[src/rtl/alu_pkg.sv]
// Shared definitions for the 8-bit ALU datapath and its front end.
package alu_pkg;

  localparam int OP_W   = 4;
  localparam int DATA_W = 8;

  typedef logic [OP_W-1:0]   op_t;
  typedef logic [DATA_W-1:0] data_t;

  localparam op_t OP_ADD   = 4'd0;
  localparam op_t OP_SUB   = 4'd1;
  localparam op_t OP_AND   = 4'd2;
  localparam op_t OP_OR    = 4'd3;
  localparam op_t OP_XOR   = 4'd4;
  localparam op_t OP_NOTA  = 4'd5;
  localparam op_t OP_NOTB  = 4'd6;
  localparam op_t OP_PASSA = 4'd7;
  localparam op_t OP_PASSB = 4'd8;
  localparam op_t OP_SHL   = 4'd9;
  localparam op_t OP_SHR   = 4'd10;
  localparam op_t OP_INC   = 4'd11;
  localparam op_t OP_DEC   = 4'd12;

  // Result flags travelling with each response.
  typedef struct packed {
    logic z;
    logic c;
  } flags_t;

endpackage

[src/rtl/alu.sv]
// Shared 8-bit ALU: purely combinational result, no flags.
module alu
  import alu_pkg::*;
(
  input  op_t   op_i,
  input  data_t a_i,
  input  data_t b_i,
  output data_t r_o
);

  // Opcode decode; unused opcodes produce zero.
  always_comb begin
    // NOTE: give every always_comb output a default first so no path can infer a latch.
    r_o = '0;
    case (op_i)
      OP_ADD:   r_o = a_i + b_i;
      OP_SUB:   r_o = a_i - b_i;
      OP_AND:   r_o = a_i & b_i;
      OP_OR:    r_o = a_i | b_i;
      OP_XOR:   r_o = a_i ^ b_i;
      OP_NOTA:  r_o = ~a_i;
      OP_NOTB:  r_o = ~b_i;
      OP_PASSA: r_o = a_i;
      OP_PASSB: r_o = b_i;
      OP_SHL:   r_o = a_i << 1;
      OP_SHR:   r_o = a_i >> 1;
      OP_INC:   r_o = a_i + 8'd1;
      OP_DEC:   r_o = a_i - 8'd1;
      default:  r_o = '0;
    endcase
  end

endmodule

[src/rtl/alu_arbiter.sv]
// Two-port arbitrated front end for the shared ALU: operand stage (S1),
// result stage (S2), single tagged valid/ready response port.
module alu_arbiter
  import alu_pkg::*;
#(
  parameter bit FAIR = 1'b1
) (
  input  logic  clk_i,
  input  logic  rst_ni,
  input  logic  req0_valid_i,
  output logic  req0_ready_o,
  input  op_t   req0_op_i,
  input  data_t req0_a_i,
  input  data_t req0_b_i,
  input  logic  req1_valid_i,
  output logic  req1_ready_o,
  input  op_t   req1_op_i,
  input  data_t req1_a_i,
  input  data_t req1_b_i,
  output logic  rsp_valid_o,
  input  logic  rsp_ready_i,
  output logic  rsp_id_o,
  output data_t rsp_r_o,
  output logic  rsp_z_o,
  output logic  rsp_c_o,
  output logic  busy_o
);

  // S1: operand register
  logic   s1_valid_q;
  op_t    s1_op_q;
  data_t  s1_a_q, s1_b_q;
  logic   s1_id_q;
  // S2: result register
  logic   s2_valid_q;
  data_t  s2_r_q;
  flags_t s2_flags_q;
  logic   s2_id_q;
  // Port that won the most recent accepted handshake
  logic   last_id_q;

  logic   s1_adv, s2_adv;
  logic   grant_id, accept;
  data_t  alu_r;
  flags_t flags_d;
  logic [DATA_W:0] sum9;

  assign s2_adv = !s2_valid_q || rsp_ready_i;
  assign s1_adv = !s1_valid_q || s2_adv;

  // Pick a port: round-robin against last_id, or port 0 first when not fair.
  always_comb begin
    grant_id = 1'b0;
    if (FAIR) begin
      if (req0_valid_i && req1_valid_i) grant_id = ~last_id_q;
      else                               grant_id = req1_valid_i && !req0_valid_i;
    end else begin
      grant_id = !req0_valid_i;
    end
  end

  // Ready is forced low during reset so nothing is accepted on a reset edge.
  assign req0_ready_o = rst_ni && s1_adv && (grant_id == 1'b0) && req0_valid_i;
  assign req1_ready_o = rst_ni && s1_adv && (grant_id == 1'b1) && req1_valid_i;
  assign accept       = req0_ready_o || req1_ready_o;

  alu u_alu (
    .op_i (s1_op_q),
    .a_i  (s1_a_q),
    .b_i  (s1_b_q),
    .r_o  (alu_r)
  );

  assign sum9 = {1'b0, s1_a_q} + {1'b0, s1_b_q};

  // Carry/borrow/shift-out and zero flag for the operation held in S1.
  always_comb begin
    flags_d.z = (alu_r == '0);
    flags_d.c = 1'b0;
    case (s1_op_q)
      OP_ADD:  flags_d.c = sum9[DATA_W];
      OP_SUB:  flags_d.c = (s1_a_q < s1_b_q);
      OP_SHL:  flags_d.c = s1_a_q[DATA_W-1];
      OP_SHR:  flags_d.c = s1_a_q[0];
      OP_INC:  flags_d.c = (s1_a_q == 8'hFF);
      OP_DEC:  flags_d.c = (s1_a_q == 8'h00);
      default: flags_d.c = 1'b0;
    endcase
  end

  // Pipeline registers and arbitration history.
  always_ff @(posedge clk_i) begin
    if (!rst_ni) begin
      // NOTE: data registers are reset too because they drive the response outputs directly.
      s1_valid_q <= 1'b0;
      s1_op_q    <= '0;
      s1_a_q     <= '0;
      s1_b_q     <= '0;
      s1_id_q    <= 1'b0;
      s2_valid_q <= 1'b0;
      s2_r_q     <= '0;
      s2_flags_q <= '0;
      s2_id_q    <= 1'b0;
      last_id_q  <= 1'b1;
    end else begin
      if (s2_adv) begin
        s2_valid_q <= s1_valid_q;
        if (s1_valid_q) begin
          s2_r_q     <= alu_r;
          s2_flags_q <= flags_d;
          s2_id_q    <= s1_id_q;
        end
      end
      if (s1_adv) begin
        s1_valid_q <= accept;
        if (accept) begin
          s1_op_q   <= grant_id ? req1_op_i : req0_op_i;
          s1_a_q    <= grant_id ? req1_a_i  : req0_a_i;
          s1_b_q    <= grant_id ? req1_b_i  : req0_b_i;
          s1_id_q   <= grant_id;
          last_id_q <= grant_id;
        end
      end
    end
  end

  assign rsp_valid_o = s2_valid_q;
  assign rsp_id_o    = s2_id_q;
  assign rsp_r_o     = s2_r_q;
  assign rsp_z_o     = s2_flags_q.z;
  assign rsp_c_o     = s2_flags_q.c;
  assign busy_o      = s1_valid_q || s2_valid_q;

endmodule

[config.mk]
export PLATFORM = sky130hd
export DESIGN_NAME = alu_arbiter
export DESIGN_NICKNAME = d
export VERILOG_FILES = /design/src/rtl/alu_pkg.sv /design/src/rtl/alu.sv /design/src/rtl/alu_arbiter.sv
export SDC_FILE = /design/constraint.sdc
export NUM_CORES = 1
export LEC_CHECK = 0
export CORE_MARGIN = 2
export CORE_UTILIZATION = 55
export CTS_CLUSTER_DIAMETER = 30
export DETAILED_ROUTE_END_ITERATION = 10
export PLACE_DENSITY_LB_ADDON = 0.25
export SETUP_SLACK_MARGIN = 0.05
export SYNTH_ARGS = -nofsm -noshare
export SYNTH_HDL_FRONTEND = slang
export SYNTH_SLANG_ARGS = --single-unit
export TNS_END_PERCENT = 1
[constraint.sdc]
create_clock -name clk_i -period 3.3 [get_ports clk_i]
set_input_delay 0.33 -clock clk_i [delete_from_list [all_inputs] [get_ports clk_i]]
set_output_delay 0.33 -clock clk_i [all_outputs]
set_load 0.01 [all_outputs]
# After elaboration in Yosys (flattened, before gate mapping)
# Cells that the tools add are included.
[word_totals]
reg_bits = 35
latch_bits = 0
mem_bits_rw = 0
romBits = 0
input_bits = 45
output_inout_bits = 15
word_cells = 62
n_memories = 0
[op_classes]
addsub = 5
mul = 0
div = 0
n_lt_le_gt_ge = 1
eq_ne = 13
shifts = 0
mux = 6
n_bitwise = 7
reduce_logical = 19
[op_table]
columns = ["operator", "count"]
rows = [
  ["one-hot mux 8 bit (13 select lines)", 1],
  ["equality test 4 bit, second input constant", 5],
  ["equality test 4 x 3 -> 1 bit, second input constant", 4],
  ["logical NOT 8 bit", 2],
  ["two-way mux 8 bit", 2],
  ["NOT 8 bit", 2],
  ["adder 8 x 8 -> 9 bit", 1],
  ["adder 8 x 1 -> 8 bit, second input constant", 1],
  ["adder 8 bit", 1],
  ["bitwise AND 8 bit", 1],
  ["equality test 4 x 2 -> 1 bit, second input constant", 2],
  ["equality test 8 bit, second input constant", 1],
  ["less-than comparator 8 bit", 1],
  ["OR 8 bit", 1],
  ["subtractor 8 x 1 -> 8 bit, second input constant", 1],
  ["subtractor 8 bit", 1],
  ["XOR 8 bit", 1],
  ["logical AND 1 bit", 7],
  ["one-hot mux 1 bit (6 select lines)", 1],
  ["equality test 4 x 1 -> 1 bit, second input constant", 1],
  ["logical NOT 4 bit", 1],
  ["logical OR 1 bit", 4],
  ["two-way mux 4 bit", 1],
  ["AND reduction 2 bit", 2],
  ["3 further kinds", 6],
]

# Logic depth before layout (Yosys ltp)
[depth]
depth_word = 8
mapped_depth = 15
mapped_depth_nobuf = 13

# Cells and area by module
# From an unflattened synthesis, not the netlist that was laid out.
[hier_totals]
cells_unflattened = 466
area_unflattened_um2 = 3669.8
[by_module_without_submodules]
columns = ["module", "instances", "cells_each", "area_per_inst_um2", "seq_area_each_um2"]
rows = [
  ["alu_arbiter", 1, 226, 2016.9, 700.7],
  ["alu", 1, 240, 1652.8, 0.0],
]

# Worst setup path before layout
# Ideal clock, no wire load.
[synth_timing]
path_kind = "reg-to-reg"
startpoint = "reg s1_op_q[1]"
endpoint = "reg s2_flags_q, in the netlist rsp_z_o"
setup_ns = 0.087
t_arrival_ns = 2.793
t_required_ns = 3.213
slack_ns = 0.420
stages_incl_launch_ff = 14
n_path_buf = 1
period_less_slack_ns = 2.880
cell_sequence = "dfxtp_1 buf_6 nor2_2 nand3_2 nand2_1 ha_1 inv_1 fa_1 xnor2_1 a2111oi_0 or4_1 nor3_2 nand3_1 o31ai_1"
[synth_via]
elab_chain_cells = 3
elab_cells_between_ends = 15
classes_between = "12 x eq/ne; 1 x mux; 2 x reduce/logical"
[synth_rtl]
columns = ["item", "line_no", "text"]
rows = [
  ["start, declared", "alu_arbiter.sv:31", "op_t s1_op_q;"],
  ["start signal, assigned", "alu_arbiter.sv:117", "s1_op_q <= grant_id ? req1_op_i : req0_op_i;"],
  ["equality test 4 bit (tied with other cells)", "alu.sv:15", "case (op_i)"],
  ["one-hot mux 8 bit (13 select lines) (*)", "alu.sv:15", ""],
  ["logical NOT 8 bit (*)", "alu_arbiter.sv:78", "flags_d.z = (alu_r == '0);"],
  ["end signal, assigned", "alu_arbiter.sv:110", "s2_flags_q <= flags_d;"],
  ["end, declared", "alu_arbiter.sv:37", "flags_t s2_flags_q;"],
]
# Mark *: on every way between the ends. The rest lies on a longest branch, timed or not.
# A chain may end at the register's enable or synchronous reset.

# Worst setup path in the final report
# Ends and elaborated chain as after synthesis.

==> flow_summary.ini <==
[logic_synthesis]
synthFlopType = dfxtp_1
synth.yosys.warnings = 0
synthTopCellsByArea = dfxtp_1, ha_1, mux2i_1, a211oi_1, nor2_1
async_reset_ff_frac = 0
synth_largest_area_cell = dfxtp_1
syn_nets = 547
syn_area_per_cell_um2 = 7.70
yosysMostFrequentCell = nor2_1
yosysSeqAreaShare = 0.195
synth_cell_type_count = 64
synth.top_cells.by_count = nor2_1, dfxtp_1, nand2_1
synth-seq-cells = 35
synth_area_mm2 = 0.00360
synthCells = 468
synth-edff-count = 0
synth_top_area_share = 0.195

[floorplanning]
fp.dieW_um = 84.9
fp.dieArea_mm2 = 0.00721
initial_utilization = 0.567
io_pins = 60
num_rows = 29
coreArea_mm2 = 0.00635
fp.dieH_um = 84.9

[timing]
worstMarginPinSlew_ps = 964
min_period_ps = 3040
rsz0062_at_grt = no
drv_slew = 0
max_slew_margin = 0.356
tns_ps = 0
hold_viol_final = 0
finClkSkew_ps = 6.58
setup_viol_count_final = 0
timing.final.crit_share = 0.922
fmax_mhz = 329

[clock_network]
root_buffer = clkbuf_8
cts_made_buffers = 5
clkLatencyLatePin_ps = 290
clk_path_buf_depth = 2
clk_pin_slew_ps = 70
cts_sinks = 35
cts_tree = built
htreeDepth = 2

[worst_setup_path]
r2r_end = rsp_z_o$_SDFFE_PN0P_
path_max_fanout = 6
cp.arrival_ps = 3250
path_cells = and4b_4 > nor2_1 > nand2_1 > ha_1 > inv_1 > fa_1 > xnor2_1 > a2111oi_0 > or4_1 > nor3_2 > nand3_1 > o31ai_1
critPathBufInv = 1
reg2reg_depth = 12
worstPathRequired_ps = 3510
crit_path_start_kind = flop
path_class = reg2reg
r2r_slack_ps = 260
cp_slowest_cell = or4_1
worst_setup_path_end_kind = flop
cp_top_family = simple AND/OR/NAND/NOR gates
reg2reg_from = s1_op_q[1]$_SDFFE_PN0P_
max_stage_delay_ps = 530

[grt]
grt_max_degree = 41
grt_overflow = 0
grt_pass1_vias = 3646
grt_pass1_wl_um = 18100
grt_antenna_before_repair = 0
grt.total_usage = 0.317

[pwr]
max-vdd-ir-drop_mv = 0.250
p_per_area_mw_per_mm2 = 383
total_leakage_power_uw = 0.00170

[routing]
num_vias = 3861
drtIter0Drc = 383
detail_route.wl_per_cell_um = 18.8
via_per_inst = 6.40
ant_nets = 0
drc = 0
drt-total-wl_um = 11300
first_pass_iters = 6

[finish]
area_growth_pct = 21.8
nets = 605
antenna-diode-count = 0
final-instance-count-excl-fill = 603
drive_gt1_frac = 0.0875

[worst_hold_path]
hold_path_depth = 2
worstHoldPathType = reg2reg
worstHoldStart = rsp_id_o$_SDFFE_PN0P_
min_to = rsp_id_o$_SDFFE_PN0P_

[placed_design]
hpwl_um = 8680
dp_cells = 596
place.gp.congestion = 1.01
port_buffers = 59

[status]
status = finished clean

[job]
max-cap-violations = 0
power by group:
group          total, µW  internal, µW  switching, µW
registers            507           461           46.1
logic                854           380            474
clock network        319           164            156
total               1680          1000            676
metal layers:
layer  part of all wire  global-route usage  routed length (µm)  vias to the layer above
met3              0.086              0.0438                 973                       30
met4              0.038               0.146                 436                        0
met1               0.43               0.432                4840                     1785
met5                  0                   0                   0                        -
met2               0.45               0.496                5080                      223
li1                   -                   -                   -                     1823
worst max path at each step:
stage	from	endpoint	cells past startpoint
6_report	s1_op_q[1]$_SDFFE_PN0P_	rsp_z_o$_SDFFE_PN0P_	12
5_1_grt	s1_b_q[1]$_SDFFE_PN0P_	rsp_z_o$_SDFFE_PN0P_	10
4_1_cts	s1_b_q[1]$_SDFFE_PN0P_	rsp_z_o$_SDFFE_PN0P_	10
3_5_place_dp	s1_b_q[1]$_SDFFE_PN0P_	rsp_z_o$_SDFFE_PN0P_	10
3_3_place_gp	s1_b_q[1]$_SDFFE_PN0P_	rsp_z_o$_SDFFE_PN0P_	10
2_1_floorplan	s1_op_q[1]$_SDFFE_PN0P_	rsp_z_o$_SDFFE_PN0P_	13
what timing repair did:
action	in CTS	in global routing
hold buffers	0	0
gates resized for setup	0	3
hold endpoints to repair	0	0
buffers inserted	0	0
endpoints found under the setup margin	0	1
sequential cells by signal (all words and copies together) (netlist names):
register,count
last_id_q,1
rsp_z_o,1
s1_valid_q,1
rsp_id_o,1
s1_id_q,1
rsp_valid_o,1
rsp_r_o,8
s1_op_q,4
s1_b_q,8
s1_a_q,8
rsp_c_o,1
cells by family after synthesis:
group	Yosys count	share of synthesized area
simple gates	165	0.231
fa+ha+maj	34	0.122
xor+xnor	17	0.0413
mux	31	0.0868
buf+inv	53	0.0663
flops	35	0.195
compound gates	133	0.258
area by class of cell:
class                           count  area (µm²)
Inverter                           26        97.6
Fill cell                         538        1960
Clock inverter                      1        5.00
Tap cell                           77        96.3
Multi-Input combinational cell    380        2670
Timing Repair Buffer               78         733
Clock buffer                        6        82.6
Sequential cell                    35         704
through the flow:
step                      utilization  cell area, µm²  hold WS [ps]  setup WS (ps)  total power (µW)
after floorplan                     -            3600           419            420              1080
after global placement          0.677            4300           445            270              1330
after detailed placement        0.677            4300           452            195              1340
after CTS                       0.690            4380           465            169              1670
after global routing            0.691            4390           494           53.6              1780
final                           0.691            4390           464            259              1680
worst reg2reg max path, stage by stage (launching register included):
cell and delay [ps]:
dfxtp_1 430, and4b_4 280, nor2_1 50, nand2_1 70, ha_1 180, inv_1 60
fa_1 410, xnor2_1 230, a2111oi_0 150, or4_1 530, nor3_2 240, nand3_1 100
o31ai_1 240
layout by cell type, fill, tap and decap left out, types with 5 or more instances in the layout:
cell,count
clkdlybuf4s50_1,59
nor2_1,54
nand2_1,33
ha_1,32
dfxtp_1,32
mux2i_1,29
a211oi_1,29
inv_1,25
a21oi_1,24
o21ai_0,22
buf_4,19
xnor2_1,14
nor2b_1,13
nor3_1,9
nand3_1,8
nand2b_1,8
clkbuf_8,6
a22oi_1,5
a31oi_1,5
o211ai_1,5
nand4_1,5
(Power assumes the default switching activity.)
